### src/rtl/eespfal_pkg.sv
// eespfal_pkg: shared constants for the EESPFAL switch driver slice.
// Holds the FSM state codes, default array width and counter width helper.
package eespfal_pkg;

  localparam int BIT_SIZE_DEF = 4;

  typedef logic [2:0] state_t;

  localparam state_t S_IDLE = 3'd0;
  localparam state_t S_DIS  = 3'd1;
  localparam state_t S_EVAL = 3'd2;
  localparam state_t S_HOLD = 3'd3;
  localparam state_t S_REC  = 3'd4;

  function automatic int ctr_w(input int p);
    return (p < 2) ? 1 : $clog2(p);
  endfunction

endpackage

### src/rtl/eespfal_phase_ctr.sv
// eespfal_phase_ctr: modulo-P phase counter with synchronous clear.
// Ports: clk, rst_n (sync, active-low), clr in; last out (count == P-1).
module eespfal_phase_ctr
  import eespfal_pkg::*;
#(
  parameter int unsigned P = 4
) (
  input  logic clk,
  input  logic rst_n,
  input  logic clr,
  output logic last
);

  localparam int W = ctr_w(P);
  localparam logic [W-1:0] MAX = W'(P - 1);

  logic [W-1:0] cnt;

  always_ff @(posedge clk) begin
    if (!rst_n) begin
      cnt <= '0;
    end else if (clr || cnt == MAX) begin
      cnt <= '0;
    end else begin
      cnt <= cnt + W'(1);
    end
  end

  assign last = (cnt == MAX);

endmodule

### src/rtl/eespfal_switch_driver.sv
// eespfal_switch_driver: sequences one EESPFAL switch array and checks s/s_bar.
// In: start/abort/bit_en/x_in/k_in, s/s_bar. Out: ready, result, phase drives.
module eespfal_switch_driver
  import eespfal_pkg::*;
#(
  parameter int unsigned BIT_SIZE     = BIT_SIZE_DEF,
  parameter int unsigned PHASE_CYCLES = 4
) (
  input  logic                clk,
  input  logic                rst_n,
  input  logic                start,
  input  logic                abort,
  input  logic [BIT_SIZE-1:0] bit_en,
  input  logic [BIT_SIZE-1:0] x_in,
  input  logic [BIT_SIZE-1:0] k_in,
  output logic                ready,
  output logic                res_valid,
  output logic [BIT_SIZE-1:0] s_out,
  output logic [BIT_SIZE-1:0] rail_err,
  output logic [BIT_SIZE-1:0] mismatch,
  output logic [BIT_SIZE-1:0] CLK,
  output logic [BIT_SIZE-1:0] Dis,
  output logic [BIT_SIZE-1:0] x,
  output logic [BIT_SIZE-1:0] x_bar,
  output logic [BIT_SIZE-1:0] k,
  output logic [BIT_SIZE-1:0] k_bar,
  output logic                Dis_Phase,
  input  logic [BIT_SIZE-1:0] s,
  input  logic [BIT_SIZE-1:0] s_bar
);

  typedef logic [BIT_SIZE-1:0] vec_t;

  state_t st_q, st_d;
  logic   last, acc, stop, samp, pend_q, clr;
  logic   nd_dis, nd_act, ph_d;
  vec_t   en_q, x_q, k_q, en_d, err_w;
  vec_t   clk_d, dis_d, x_d, xb_d, k_d, kb_d;

  assign acc  = (st_q == S_IDLE) && start;
  assign stop = abort && (st_q == S_DIS ||
                          st_q == S_EVAL ||
                          st_q == S_HOLD);
  assign samp = (st_q == S_HOLD) && last && !abort;

  always_comb begin
    st_d = st_q;
    if (stop) begin
      st_d = S_REC;
    end else begin
      unique case (st_q)
        S_IDLE:  if (start) st_d = S_DIS;
        S_DIS:   if (last)  st_d = S_EVAL;
        S_EVAL:  if (last)  st_d = S_HOLD;
        S_HOLD:  if (last)  st_d = S_REC;
        S_REC:   if (last)  st_d = S_IDLE;
        default: st_d = S_IDLE;
      endcase
    end
  end

  // Counter is held at zero while idle so DIS always starts at 0.
  assign clr = (st_d != st_q) || (st_q == S_IDLE);

  eespfal_phase_ctr #(
    .P(PHASE_CYCLES)
  ) u_ctr (
    .clk  (clk),
    .rst_n(rst_n),
    .clr  (clr),
    .last (last)
  );

  // Drives are decoded from the next state and registered, so the
  // array sees glitch-free levels aligned with the state.
  assign nd_dis = (st_d == S_DIS);
  assign nd_act = (st_d == S_EVAL) || (st_d == S_HOLD);
  assign en_d   = acc ? bit_en : en_q;

  always_comb begin
    clk_d = '0;
    dis_d = '0;
    x_d   = '0;
    xb_d  = '0;
    k_d   = '0;
    kb_d  = '0;
    ph_d  = 1'b0;
    unique case (1'b1)
      nd_dis: begin
        dis_d = en_d;
        ph_d  = 1'b1;
      end
      nd_act: begin
        clk_d = en_q;
        x_d   = x_q & en_q;
        xb_d  = ~x_q & en_q;
        k_d   = k_q & en_q;
        kb_d  = ~k_q & en_q;
      end
      default: ;
    endcase
  end

  assign err_w = en_q & ~(s ^ s_bar);

  always_ff @(posedge clk) begin
    if (!rst_n) begin
      st_q      <= S_IDLE;
      ready     <= 1'b1;
      res_valid <= 1'b0;
      pend_q    <= 1'b0;
      en_q      <= '0;
      x_q       <= '0;
      k_q       <= '0;
      s_out     <= '0;
      rail_err  <= '0;
      mismatch  <= '0;
      CLK       <= '0;
      Dis       <= '0;
      x         <= '0;
      x_bar     <= '0;
      k         <= '0;
      k_bar     <= '0;
      Dis_Phase <= 1'b0;
    end else begin
      st_q      <= st_d;
      ready     <= (st_d == S_IDLE);
      CLK       <= clk_d;
      Dis       <= dis_d;
      x         <= x_d;
      x_bar     <= xb_d;
      k         <= k_d;
      k_bar     <= kb_d;
      Dis_Phase <= ph_d;
      if (acc) begin
        en_q <= bit_en;
        x_q  <= x_in;
        k_q  <= k_in;
      end
      if (samp) begin
        s_out    <= s & en_q;
        rail_err <= err_w;
        mismatch <= en_q & ~err_w & (s ^ x_q ^ k_q);
      end
      // pend marks a completed sample; an aborted run never sets it.
      if (samp) begin
        pend_q <= 1'b1;
      end else if (st_q == S_REC && last) begin
        pend_q <= 1'b0;
      end
      res_valid <= (st_q == S_REC) && last && pend_q;
    end
  end

endmodule

### config.mk
export PLATFORM = sky130hd
export DESIGN_NAME = eespfal_switch_driver
export DESIGN_NICKNAME = d
export VERILOG_FILES = /design/src/rtl/eespfal_pkg.sv /design/src/rtl/eespfal_phase_ctr.sv /design/src/rtl/eespfal_switch_driver.sv
export SDC_FILE = /design/constraint.sdc
export NUM_CORES = 1
export LEC_CHECK = 0
export BUFFER_PORTS_ARGS = -buffer_cell sky130_fd_sc_hd__buf_2
export CAP_MARGIN = 20
export CELL_PAD_IN_SITES_DETAIL_PLACEMENT = 1
export CELL_PAD_IN_SITES_GLOBAL_PLACEMENT = 2
export CORE_UTILIZATION = 30
export CTS_CLUSTER_DIAMETER = 60
export DETAILED_ROUTE_END_ITERATION = 8
export HOLD_SLACK_MARGIN = 0.12
export PLACE_DENSITY = 0.84
export SETUP_SLACK_MARGIN = 0.05
export SYNTH_ARGS = -nofsm -noshare
export SYNTH_HDL_FRONTEND = slang
export SYNTH_SLANG_ARGS = --single-unit
### constraint.sdc
create_clock -name clk -period 2.5 [get_ports clk]
set_clock_uncertainty 0.15 [all_clocks]
set_input_delay 0.125 -clock clk [delete_from_list [all_inputs] [get_ports clk]]
set_output_delay 0.125 -clock clk [all_outputs]
set_load 0.05 [all_outputs]
==> results of run 1 <==
[what timing repair did]
item | CTS | global route
endpoints found under the hold margin | 32 | 0
hold buffers | 23 | 0
setup buffers | 0 | 0
[cell usage after synthesis, drive strengths merged (2+ instances only)]
| cell type | n |
|---|---|
| and3 | 8 |
| and3b | 9 |
| dfxtp | 57 |
| o22ai | 4 |
| nand2 | 30 |
| nor4b | 3 |
| nor2 | 5 |
| nand4 | 8 |
| nor3 | 2 |
| nand2b | 2 |
| nand3b | 10 |
| clkbuf | 10 |
| nand3 | 2 |
| inv | 2 |
| and2 | 4 |
| mux2 | 4 |
| buf | 9 |
| xnor2 | 8 |
| o21ai | 11 |
| a211oi | 5 |
| a21oi | 22 |
[worst min path at each step]
stage | startpoint | endpoint | slack [ps] | cells after the start
6_report | u_ctr.cnt[0] | u_ctr.cnt[0] | 280 | 1
5_1_grt | u_ctr.cnt[0] | u_ctr.cnt[0] | 320 | 1
4_1_cts | u_ctr.cnt[0] | u_ctr.cnt[0] | 290 | 1
3_5_place_dp | k_in[0] | k_q[0] | 230 | 3
3_3_place_gp | x_in[0] | x_q[0] | 220 | 3
2_1_floorplan | k_in[0] | k_q[0] | 110 | 2
[worst max-delay path: cells and delay by family, from the launching register on]
kind | cells | cell delay [ps]
adders and majority gates | 1 | 310
AOI/OAI and AO/OA | 2 | 560
and+or+nand+nor | 1 | 440
DFF | 1 | 310
[logic make-up (layout without fill, tap and decap cells)]
group / count (synthesis) / after routing / synth area share (%)
AO/OA/AOI/OAI: 47 / 47 / 12.3
XOR/XNOR: 8 / 8 / 3.20
adder cells (fa/ha/maj): 1 / 1 / 0.572
buffers and inverters: 21 / 107 / 4.86
flip-flops: 57 / 57 / 52.2
multiplexers: 5 / 5 / 2.52
AND/OR/NAND/NOR: 88 / 88 / 24.4
[layout make-up]
class / instances / area [µm²] / share of cell area (%)
sequential: 57 / 1140 / 38.2
timing repair buffer: 89 / 571 / 19.1
clock inverter: 4 / 51.3 / 1.72
clock buffer: 12 / 155 / 5.20
multi-input combinational: 149 / 940 / 31.5
inverter: 2 / 7.51 / 0.251
tap: 96 / 120 / 4.02
[layer usage]
layer / track usage [%] / wire length, µm / vias up / part of all wire, %
li1: - / - / 955 / -
met1: 18.7 / 2660 / 922 / 47
met2: 25.4 / 2670 / 50 / 47
met3: 3.03 / 236 / 13 / 4.2
met4: 8.20 / 110 / 0 / 1.9
met5: 0 / 0 / - / 0
[stage by stage]
step,cells,utilization [%],hold slack [ps]
2_1_floorplan,227,-,111
3_3_place_gp,370,36.9,222
3_5_place_dp,370,36.9,226
4_1_cts,409,43.2,288
5_1_grt,409,43.2,324
6_report,409,43.2,279
[power groups by stage]
stage	logic, mW	clock network, mW	registers (mW)
after global placement	0.149	0	0.981
after floorplan	0.0967	0	0.982
after detailed placement	0.150	0	0.982
final	0.177	0.875	0.962
after global routing	0.193	0.934	0.966
after CTS	0.179	0.894	0.962
[flip-flops by register name, indices dropped and copies added, names as in the netlist]
name / cells
Dis_Phase: 1
pend_q: 1
Dis: 4
st_q: 3
u_ctr.cnt: 2
k_q: 4
x: 4
x_bar: 4
s_out: 4
ready: 1
x_q: 4
k: 4
mismatch: 4
k_bar: 4
res_valid: 1
en_q: 4
rail_err: 4
CLK: 4
==> results.py, run 1 <==
metrics = {
    "pwr": {
        "fin_total_pwr_mw": 2.01,
        "swShare_pct": 24.0,
        "clock_power_share_pct": 43.4,
        "p_comb_share_pct": 8.8,
        "p_leak_nw": 1.31,
        "vdd_drop_max_uv": 191,
        "internal_power_mw": 1.53,
        "pwr-share-seq_pct": 47.8,
        "powerDensity_mw_per_mm2": 675,
        "switchingPower_mw": 0.484,
    },
    "placed_design": {
        "pre_cts_ws_ps": 634,
        "gp_congestion": 0.794,
        "dpl_cell_area_mm2": 0.00255,
        "dp_hpwl_mm": 3.79,
        "portBuffers": 62,
    },
    "setup_path": {
        "rr_startpoint": "u_ctr.cnt[0]",
        "worstSetupStartpointType": "flip-flop",
        "crit_end": "Dis[1]",
        "worstReg2RegEnd": "Dis[1]",
        "cp.required_ps": 2590,
        "path_max_fanout": 11,
        "reg2regPathDepth": 4,
        "max_stage_delay_ps": 440,
        "r2r_slack_ps": 650,
        "endpoint_kind": "flip-flop",
        "cp.arrival_ps": 1950,
        "cpMaxStageDelayCell": "or3b_4",
        "cp-startpoint": "u_ctr.cnt[0]",
        "path_class": "reg2reg",
        "crit_path_cell_trace": "ha_1, or3b_4, a211o_1, a211oi_1",
    },
    "yosys": {
        "synth_area_mm2": 0.00219,
        "synthTopCellsByArea": "dfxtp_1, nand2_1, a21oi_1",
        "syn_inst": 227,
        "seq_area_frac_synth_pct": 52.2,
        "synth_top_area_cell": "dfxtp_1",
        "yosys.area.top_type_share_pct": 52.2,
        "ys.flop_type": "dfxtp_1",
        "yosysWarnings": 0,
        "synth_edf_count": 0,
        "syn_nets": 252,
        "syn_avg_cell_area_um2": 9.63,
        "synthArstFlopShare_pct": 0,
        "synth_cell_types": 38,
        "synth.ff_latch_count": 57,
    },
    "worst_hold_path": {
        "hold_class": "reg2reg",
    },
    "floorplan": {
        "die_h_um": 87.4,
        "io_pins": 63,
        "dieArea_mm2": 0.00764,
        "dieWidth_um": 87.4,
        "start_util_pct": 31.7,
        "fp-row-count": 30,
        "coreArea_mm2": 0.00691,
    },
    "sta": {
        "fmax_mhz": 540,
        "setup_slack_ps": 649,
        "drv_slew": 0,
        "post-route-period-util_pct": 74.1,
        "period_needed_ps": 1850,
        "max_slew_margin_pct": 53.0,
        "finalSetupTns_ps": 0,
        "finalHoldViolations": 0,
        "tightest_slew_ps": 704,
        "setup_viol": 0,
        "rsz0062_at_grt": "no",
    },
    "routing": {
        "initialDrtViolationCount": 45,
        "drc_errors": 0,
        "antenna_left": 0,
        "viasPerCell": 4.74,
        "firstDrtPassIters": 4,
        "wirelength_mm": 5.68,
        "vias": 1940,
        "wire_per_inst_um": 13.9,
    },
    "clocking": {
        "htreeDepth": 3,
        "cts_made_buffers": 9,
        "cts.reportedPaths.clkPinSlew_ps": 70,
        "post_cts_resize_count": 0,
        "cts_tree": "built",
        "clkLatencyLatePin_ps": 330,
        "ctsLongestPathBuffers": 2,
        "cts.sinks": 57,
        "cts-root-buf": "clkbuf_8",
    },
    "grt": {
        "first_global_vias": 1797,
        "antenna_found_initial": 0,
        "grt_usage_pct": 15.3,
        "grt_max_degree": 23,
        "grt-ovfl-total": 0,
        "grt_pass1_wl_mm": 8.73,
    },
    "layout": {
        "diodes": 0,
        "num-nets-final": 333,
        "fill_cells": 836,
        "area_delta_synth_final_pct": 36.5,
        "layout_commonest_cell": "buf_2",
        "drive_above_1_share_pct": 28.4,
        "final_cell_mix": "buf_2, dfxtp_1, nand2_1, dlygate4sd3_1, a21oi_1",
        "final_area_mm2": 0.00299,
    },
    "run_status": {
        "outcome": "completed",
    },
    "flow_run": {
        "maxCapViolations": 0,
    },
}
No activity file was read; power rests on OpenSTA's default activity.
==> run 2, diff against run 1 <==
--- a/config.mk
+++ b/config.mk
@@ -9,11 +9,11 @@
 export CAP_MARGIN = 20
 export CELL_PAD_IN_SITES_DETAIL_PLACEMENT = 1
 export CELL_PAD_IN_SITES_GLOBAL_PLACEMENT = 2
-export CORE_UTILIZATION = 30
+export CORE_UTILIZATION = 27
 export CTS_CLUSTER_DIAMETER = 60
 export DETAILED_ROUTE_END_ITERATION = 8
 export HOLD_SLACK_MARGIN = 0.12
-export PLACE_DENSITY = 0.84
+export PLACE_DENSITY = 0.8
 export SETUP_SLACK_MARGIN = 0.05
 export SYNTH_ARGS = -nofsm -noshare
 export SYNTH_HDL_FRONTEND = slang
==> constraint.sdc (replaced) <==
create_clock -name clk -period 1.53 [get_ports clk]
set_clock_uncertainty 0.15 [all_clocks]
set_input_delay 0.0765 -clock clk [delete_from_list [all_inputs] [get_ports clk]]
set_output_delay 0.0765 -clock clk [all_outputs]
set_load 0.05 [all_outputs]
==> results.py, run 2 (same netlist as run 1, synthesis figures left out) <==
metrics = {
    "grt": {
        "grt-ovfl-total": 0,
        "grt_usage_pct": 16.4,
        "antenna_found_initial": 0,
        "first_global_vias": 2087,
        "grt_max_degree": 17,
        "grt_pass1_wl_mm": 10.4,
    },
    "setup_path": {
        "endpoint_kind": "flip-flop",
        "cp.required_ps": 1640,
        "max_stage_delay_ps": 380,
        "crit_path_cell_trace": "ha_4, or3b_4, a211o_4, a211oi_2",
        "cp.arrival_ps": 1750,
        "cpMaxStageDelayCell": "or3b_4",
        "path_max_fanout": 5,
        "path_class": "reg2reg",
        "worstSetupStartpointType": "flip-flop",
    },
    "pwr": {
        "powerDensity_mw_per_mm2": 985,
        "vdd_drop_max_uv": 410,
        "p_leak_nw": 1.46,
    },
    "clocking": {
        "cts-root-buf": "clkbuf_8",
        "cts_tree": "built",
        "cts.reportedPaths.clkPinSlew_ps": 70,
        "ctsLongestPathBuffers": 2,
        "cts_made_buffers": 9,
        "cts.sinks": 57,
        "clkLatencyLatePin_ps": 350,
        "htreeDepth": 3,
    },
    "layout": {
        "fill_cells": 909,
        "num-nets-final": 356,
        "area_delta_synth_final_pct": 56.8,
        "multi_input_area_mm2": 0.00113,
        "diodes": 0,
        "drive_above_1_share_pct": 44.3,
        "final_cell_mix": "buf_2, dfxtp_1, dlygate4sd3_1, nand2_1, a21oi_1",
        "regArea_mm2": 0.00115,
        "layout_commonest_cell": "buf_2",
        "final_area_mm2": 0.00343,
    },
    "routing": {
        "drc_errors": 0,
        "initialDrtViolationCount": 68,
        "vias": 2046,
        "wirelength_mm": 6.75,
        "wire_per_inst_um": 15.4,
        "antenna_left": 0,
        "viasPerCell": 4.67,
        "firstDrtPassIters": 4,
    },
    "sta": {
        "rsz0062_at_grt": "yes",
        "post-route-period-util_pct": 107,
        "setup_viol": 34,
        "max_slew_margin_pct": 65.1,
        "drv_slew": 0,
        "period_needed_ps": 1630,
        "finalSetupTns_ps": -2210,
        "tightest_slew_ps": 523,
        "setup_slack_ps": -104,
        "fmax_mhz": 612,
        "finalHoldViolations": 0,
    },
    "placed_design": {
        "pre_cts_ws_ps": -138,
        "dpl_cell_area_mm2": 0.00270,
        "gp_congestion": 0.752,
        "portBuffers": 62,
        "dp_hpwl_mm": 4.09,
    },
    "floorplan": {
        "die_h_um": 92,
        "dieArea_mm2": 0.00846,
        "io_pins": 63,
        "dieWidth_um": 92,
        "start_util_pct": 28.2,
        "fp-row-count": 32,
        "coreArea_mm2": 0.00777,
    },
    "run_status": {
        "violations": "setup timing",
        "outcome": "finished, violations left",
    },
    "worst_hold_path": {
        "hold_class": "in2reg",
    },
    "flow_run": {
        "maxCapViolations": 0,
    },
}
## run 2: changes by cell type in the layout (fill, tap and decap cells not counted), sizes merged
| cell | before | now |
|---|---|---|
| clkbuf | 12 | 11 |
| buf | 66 | 88 |
| dlygate4sd3 | 23 | 24 |
| clkinvlp | 1 | 2 |
## run 2: where the power goes
part / internal [mW] / switching (mW)
sequential: 1.52 / 0.0440
clock: 0.790 / 0.628
combinational: 0.194 / 0.202
total: 2.50 / 0.874
## run 2: metal layers
layer	track usage, %	share of wire (%)	vias to the layer above	routed length [µm]
met2	28.6	51	42	3450
met5	0	0	-	0
met3	4.64	3.7	9	247
li1	-	-	1008	-
met1	18.9	44	987	2940
met4	6.64	1.5	0	103
## run 2: what timing repair did
item                                    CTS  global route
pin swaps                                 7             6
endpoints found under the setup margin   50            53
setup buffers                             4             0
gates cloned                              2             1
hold buffers                             22             2
resized for setup                        40            16
endpoints found under the hold margin    35             1
## run 2: final timing paths
kind | start | to | slack, ps | cells past startpoint
max | u_ctr.cnt[0] | Dis[1] | -100 | 4
min | start | k_q[1] | 110 | 5
max reg2reg | u_ctr.cnt[0] | Dis[1] | -100 | 4
min reg2reg | u_ctr.cnt[0] | u_ctr.cnt[0] | 290 | 1
## run 2: worst max-delay path, delay by kind of cell, from the launching register on
family          cells  cell delay (ps)
compound gates      2              520
simple gates        1              380
flops               1              340
fa+ha+maj           1              160
## run 2: cell type report
cell class | instances | share of cell area [%]
Inverter | 2 | 0.219
Timing Repair Buffer | 112 | 23.9
Sequential cell | 57 | 33.6
Multi-Input combinational cell | 149 | 32.9
Clock inverter | 5 | 1.61
Tap cell | 102 | 3.72
Clock buffer | 11 | 4.12
## run 2: per-stage QoR
stage	utilization, %	hold slack, ps	cells	total power [mW]
after floorplan	-	62.5	227	1.77
after global placement	34.8	176	391	1.88
after detailed placement	34.8	184	391	1.89
after CTS	42.9	-27.3	435	3.38
after global routing	44.2	124	438	3.50
final	44.2	114	438	3.38
